[src/rtl/digit_sequence_game.sv]
// digit_sequence_game: memory game that grows a random digit sequence, replays it
// with show/gap timing, then checks the player's key entries against it.
module digit_sequence_game #(
    parameter int MAX_LEN     = 8,
    parameter int SHOW_CYCLES = 12000000,
    parameter int GAP_CYCLES  = 3000000,
    parameter int TMR_W       = 24
) (
    input  logic       clk,
    input  logic       reset,
    input  logic [3:0] rnd,
    input  logic       start,
    input  logic       key_valid,
    input  logic [3:0] key_digit,
    output logic [3:0] digit_out,
    output logic       digit_en,
    output logic       input_ready,
    output logic [3:0] level,
    output logic       win,
    output logic       lose
);
    localparam int IW = (MAX_LEN > 1) ? $clog2(MAX_LEN) : 1;
    localparam logic [TMR_W-1:0] SHOW_LAST = TMR_W'(SHOW_CYCLES - 1);
    localparam logic [TMR_W-1:0] GAP_LAST = TMR_W'(GAP_CYCLES - 1);
    localparam logic [3:0] LEN_MAX = 4'(MAX_LEN);

    typedef enum logic [2:0] {IDLE, ADD, SHOW, GAP, INPUT, WIN, LOSE} state_t;

    state_t           state_q, state_d;
    logic [3:0]       len_q, len_d;
    logic [3:0]       play_idx_q, play_idx_d;
    logic [3:0]       in_idx_q, in_idx_d;
    logic [TMR_W-1:0] timer_q, timer_d;
    logic [3:0]       mem_q [MAX_LEN];
    logic [3:0]       rnd_s;
    logic [3:0]       last_idx;
    logic [3:0]       want;

    assign rnd_s    = (rnd > 4'd9) ? rnd - 4'd10 : rnd;
    assign last_idx = len_q - 4'd1;
    assign want     = mem_q[in_idx_q[IW-1:0]];

    always_ff @(posedge clk) begin
        if (reset) begin
            state_q    <= IDLE;
            len_q      <= '0;
            play_idx_q <= '0;
            in_idx_q   <= '0;
            timer_q    <= '0;
        end else begin
            state_q    <= state_d;
            len_q      <= len_d;
            play_idx_q <= play_idx_d;
            in_idx_q   <= in_idx_d;
            timer_q    <= timer_d;
        end
    end

    // Sequence storage needs no reset; it is always written before it is read.
    always_ff @(posedge clk) begin
        if (state_q == ADD && !start)
            mem_q[len_q[IW-1:0]] <= rnd_s;
    end

    always_comb begin
        state_d    = state_q;
        len_d      = len_q;
        play_idx_d = play_idx_q;
        in_idx_d   = in_idx_q;
        timer_d    = timer_q;
        if (start) begin
            len_d   = '0;
            state_d = ADD;
        end else begin
            case (state_q)
                ADD: begin
                    len_d      = len_q + 4'd1;
                    play_idx_d = '0;
                    timer_d    = '0;
                    state_d    = SHOW;
                end
                SHOW: begin
                    timer_d = (timer_q == SHOW_LAST) ? '0 : timer_q + 1'b1;
                    state_d = (timer_q == SHOW_LAST) ? GAP : SHOW;
                end
                GAP: begin
                    timer_d = (timer_q == GAP_LAST) ? '0 : timer_q + 1'b1;
                    if (timer_q == GAP_LAST) begin
                        if (play_idx_q == last_idx) begin
                            in_idx_d = '0;
                            state_d  = INPUT;
                        end else begin
                            play_idx_d = play_idx_q + 4'd1;
                            state_d    = SHOW;
                        end
                    end
                end
                INPUT: begin
                    if (key_valid) begin
                        if (key_digit != want)
                            state_d = LOSE;
                        else if (in_idx_q == last_idx)
                            state_d = (len_q == LEN_MAX) ? WIN : ADD;
                        else
                            in_idx_d = in_idx_q + 4'd1;
                    end
                end
                default: ;
            endcase
        end
    end

    assign digit_en    = (state_q == SHOW) || (state_q == LOSE);
    assign digit_out   = (state_q == SHOW) ? mem_q[play_idx_q[IW-1:0]] :
                         (state_q == LOSE) ? want : 4'd0;
    assign input_ready = (state_q == INPUT);
    assign level       = len_q;
    assign win         = (state_q == WIN);
    assign lose        = (state_q == LOSE);
endmodule

[config.mk]
export PLATFORM = sky130hd
export DESIGN_NAME = digit_sequence_game
export DESIGN_NICKNAME = d
export VERILOG_FILES = /design/src/rtl/digit_sequence_game.sv
export SDC_FILE = /design/constraint.sdc
export NUM_CORES = 1
export LEC_CHECK = 0
export ABC_AREA = 1
export CAP_MARGIN = 0
export CELL_PAD_IN_SITES_DETAIL_PLACEMENT = 2
export CELL_PAD_IN_SITES_GLOBAL_PLACEMENT = 2
export CORE_MARGIN = 1.5
export CORE_UTILIZATION = 36
export CTS_CLUSTER_DIAMETER = 60
export CTS_CLUSTER_SIZE = 24
export DETAILED_ROUTE_END_ITERATION = 8
export HOLD_SLACK_MARGIN = 0.1
export PLACE_DENSITY_LB_ADDON = 0.1
export SYNTH_ARGS = -nofsm -noshare
export SYNTH_HDL_FRONTEND = slang
export SYNTH_SLANG_ARGS = --single-unit
[constraint.sdc]
create_clock -name clk -period 2.29 [get_ports clk]
set_input_delay 0.687 -clock clk [delete_from_list [all_inputs] [get_ports clk]]
set_output_delay 0.687 -clock clk [all_outputs]
set_load 0.005 [all_outputs]
==> impl_summary.md <==
Synthesis
Summing every instance area after synthesis gives around 4400 um^2. The synthesized flop and latch total is 77. The total nets after synthesis is around 590. Counting every instance in the synthesized netlist gives 574. The synthesized netlist contains 45 unique library cells. The fraction of the yosys area taken by sequential cells is 0.422.

The number of warnings printed during yosys synthesis is 0. A synthesized cell averages 7.69 um^2.

Critical path
The library cell contributing the largest single delay on the critical path is sky130_fd_sc_hd__dfxtp_1. The cell repeated most along the worst path is sky130_fd_sc_hd__nand3_2. The critical path goes through inv_1 -> a21oi_1 -> o21ai_4 -> nand3_2 -> nand3_2 -> o21ai_1 -> buf_2. The number of buffers and inverters on the critical path is 2. The gate family responsible for the most delay along the worst path is compound AO/OA/AOI/OAI gates. The category of the worst setup path capture point is an output pin. STA classifies the critical path startpoint as a register. For this run, the slowest stage of the critical path takes around 0.38 ns.

By startpoint and endpoint, the worst setup path is classified as register to output pin. The critical path arrival is 1.78 ns. At the worst endpoint, the required time is around 1.6 ns. The maximum fanout along the worst path is 8.

Layout
0 antenna diodes ended up in the layout. In the final layout, the share of cells above drive strength 1 is 0.304. The area overhead of the layout relative to synthesis is 35.7%. The number of nets at the end of the flow is around 700. The post-layout instance area is 5990 um^2. The total of fill cells in the finished design is 1334.

The utilization after layout is 0.501.

Clock tree
The TritonCTS buffer count is 9. TritonCTS built the clock tree. The library cell used as clock root buffer is sky130_fd_sc_hd__clkbuf_16. The clock insertion delay at the later pin of the skew report is roughly 0.35 ns. The CTS clock-pin slew for the worst setup and hold paths is about 0.070 ns. The clock sink total is 77. The number of H-tree branching levels is 3. The longest clock path from root to sink contains 2 buffers.

Die
The floorplan step set the die height to approximately 110 um. In this run the count of I/O pins placed on the die edge is 24. The initial utilization of the core area, before any placement, comes to 0.369. The die covers 12900 um^2. The number of core rows is 40. The die is 114 um wide.

The core region area is around 12000 um^2.

Detailed routing
The total DRC errors in the routed layout is 0. The number of DRC violations after detailed-routing iteration 0 is 267. The detail route stage leaves a number of antenna-violating nets equal to 0. The total vias in the final route is roughly 4600. The wire length after detailed routing is approximately 21000 um. Dividing the detail-routed wire length by the instance count gives ~26 um. Dividing the detail-routed via count by the number of cells gives ~5.6. The number of search-and-repair iterations in the first detailed-routing pass is 5.

STA
The shortest clock period the worst path allows after layout is roughly 2.5 ns. For the pin with the worst max-slew slack, the measured transition is 0.844 ns. The tightest hold path in the finished design has a slack of between 0.4 and 0.5 ns. The count of endpoints failing hold in the final timing report was 0. The normalized max-slew margin is 0.435. After layout, the worst setup slack is -0.179 ns. On the final layout, the worst clock skew is roughly 0.012 ns.

Setup repair after global routing could not meet its margin everywhere. The final number of max-transition violations is 0. Setup violations remaining at the end of the flow were counted as 19.

The final cycle utilization of the critical path is 1.08. The peak clock frequency supported by timing is approximately 0.41 GHz.

Global routing
The total routing usage reported by global routing is 0.304. The residual overflow from global routing is 0. Entering global routing, the biggest net connects 17 pins. The initial antenna violation count is 0. The first global-routing pass estimated 29200 um of wire. The via count of the first global-routing pass is between 5000 and 6000.

Power and ir drop
The internal power component is roughly 2.5 mW. The power per unit of standard cell area is between 500 and 600 nW/um^2. The design draws between 3 and 4 mW. The share of total power dissipated in combinational logic is 0.175.

The part of the total power dissipated in the clock network is 0.396. The share of total power dissipated in sequential elements is 0.429. The peak ir drop on the vdd network is about 0.58 mV.

In this run the power spent charging and discharging nets is 1.01 mW. Of the total power, the share spent switching nets is 0.291. The standby leakage power is around 2.6 nW.

Hold path
The worst hold path belongs to the class register to register.

Placed design
The congestion estimate from routability-driven global placement came to between 0.8 and 0.9. The minimum setup slack after placement is -0.262 ns. The half-perimeter wire length after detailed placement is between 10000 and 15000 um. The instance area after placement is around 5200 um^2.

During placement, the flow inserted port buffers numbering 23.

Status
The flow ran to the end, but the final reports show violations. The checks that failed: negative setup slack.

Flow run
The count of maximum capacitance violations is 0.
-- layout make-up --
class / instances / area (um^2) / area share
sequential: 77 / 1890 / 0.315
timing repair buffer: 98 / 840 / 0.140
timing repair inverter: 1 / 7.51 / 0.00125
clock buffer: 13 / 250 / 0.0418
clock inverter: 3 / 12.5 / 0.00209
inverter: 96 / 369 / 0.0616
tap: 147 / 184 / 0.0307
multi-input combinational: 390 / 2440 / 0.407
-- metrics by stage --
stage          cells  setup TNS (ns)
2_1_floorplan    574               0
6_report         825          -0.805
3_3_place_gp     793           -1.82
5_1_grt          825           -3.37
4_1_cts          822          -0.193
3_5_place_dp     793           -9.67
-- final timing paths --
kind | start | endpoint | slack [ns] | cells past startpoint
max | register | digit_out[1] | -0.18 | 7
min | timer_q[16] | timer_q[16] | 0.47 | 1
max reg2reg | timer_q[0] | in_idx_q[0] | -0.05 | 11
min reg2reg | timer_q[16] | timer_q[16] | 0.47 | 1
-- sequential cells by signal, indices dropped and copies added (netlist names), named ones only --
signal	flops
play_idx_q	4
timer_q	24
level	4
state_q	3
mem_q	32
in_idx_q	4
-- layer usage --
metal / global-route usage / vias up / share of wire
met4: 0.138 / 0 / 0.047
met1: 0.349 / 2299 / 0.39
met5: 0 / - / 0
li1: - / 2088 / -
met2: 0.559 / 150 / 0.52
met3: 0.0414 / 71 / 0.045
-- power groups by stage --
| stage | sequential (mW) | clock [mW] | combinational [mW] |
|---|---|---|---|
| after floorplan | 1.50 | 0 | 0.257 |
| after global placement | 1.50 | 0 | 0.461 |
| after detailed placement | 1.51 | 0 | 0.491 |
| after CTS | 1.48 | 1.34 | 0.530 |
| after global routing | 1.48 | 1.44 | 0.647 |
| final | 1.48 | 1.37 | 0.606 |
-- logic make-up after synthesis --
group,share of synthesized area
AO/OA/AOI/OAI,0.115
XOR/XNOR,0.0235
adder cells (fa/ha/maj),0.0198
buffers and inverters,0.0995
flip-flops,0.422
AND/OR/NAND/NOR,0.320
-- layout by cell type, fill, tap and decap left out, types with 3 or more instances in the layout --
master,Yosys,routed
sky130_fd_sc_hd__nand2_1,120,106
sky130_fd_sc_hd__inv_1,90,88
sky130_fd_sc_hd__buf_4,2,66
sky130_fd_sc_hd__nor2_1,43,34
sky130_fd_sc_hd__dfxtp_1,45,34
sky130_fd_sc_hd__nand3_1,47,32
sky130_fd_sc_hd__edfxtp_1,32,32
sky130_fd_sc_hd__a21oi_1,40,27
sky130_fd_sc_hd__o21ai_0,34,19
sky130_fd_sc_hd__nor3_1,20,18
sky130_fd_sc_hd__nand2_2,4,16
sky130_fd_sc_hd__nand3_2,1,15
sky130_fd_sc_hd__clkdlybuf4s50_1,0,15
sky130_fd_sc_hd__o21ai_1,5,12
sky130_fd_sc_hd__a21oi_2,2,12
sky130_fd_sc_hd__nor2_2,4,9
sky130_fd_sc_hd__nand4_1,9,9
sky130_fd_sc_hd__clkbuf_16,0,9
sky130_fd_sc_hd__nor2_4,3,7
sky130_fd_sc_hd__xor2_1,8,7
sky130_fd_sc_hd__nor4_1,7,7
sky130_fd_sc_hd__buf_6,3,7
sky130_fd_sc_hd__inv_2,5,6
sky130_fd_sc_hd__o21ai_2,0,6
sky130_fd_sc_hd__dfxtp_2,0,6
sky130_fd_sc_hd__nor3_2,3,5
sky130_fd_sc_hd__ha_1,7,5
sky130_fd_sc_hd__dfxtp_4,0,5
sky130_fd_sc_hd__nand2_4,2,4
sky130_fd_sc_hd__nor2_8,4,4
sky130_fd_sc_hd__nand3b_1,4,4
sky130_fd_sc_hd__buf_2,2,4
sky130_fd_sc_hd__a21oi_4,0,3
sky130_fd_sc_hd__nand3_4,2,3
sky130_fd_sc_hd__a211oi_1,3,3
sky130_fd_sc_hd__clkbuf_1,4,3
-- repair_timing --
item,CTS,global route
hold buffers,0,0
cloned,2,0
setup buffers,11,3
pin swaps,19,19
resized for setup,79,61
endpoints found under the setup margin,35,54
endpoints found under the hold margin,0,0
-- cells in the mapped netlist, drive strengths merged --
cell type,n,area share
nor4,7,0.0099
o21a,1,0.0017
nor2,54,0.068
a211oi,4,0.0079
nand2,126,0.11
nor3,25,0.037
inv,96,0.083
a31oi,1,0.0014
edfxtp,32,0.22
ha,7,0.020
a21oi,42,0.049
xnor2,2,0.0040
and3,1,0.0014
nand3b,4,0.0068
nand3,50,0.064
a21boi,1,0.0017
xor2,9,0.020
clkbuf,4,0.0034
o211a,1,0.0023
o211ai,2,0.0034
nand4,10,0.018
o21ai,39,0.044
dfxtp,45,0.20
buf,7,0.013
or2,2,0.0028
o31ai,2,0.0034
Note: power is estimated with default switching activity, not from simulation.
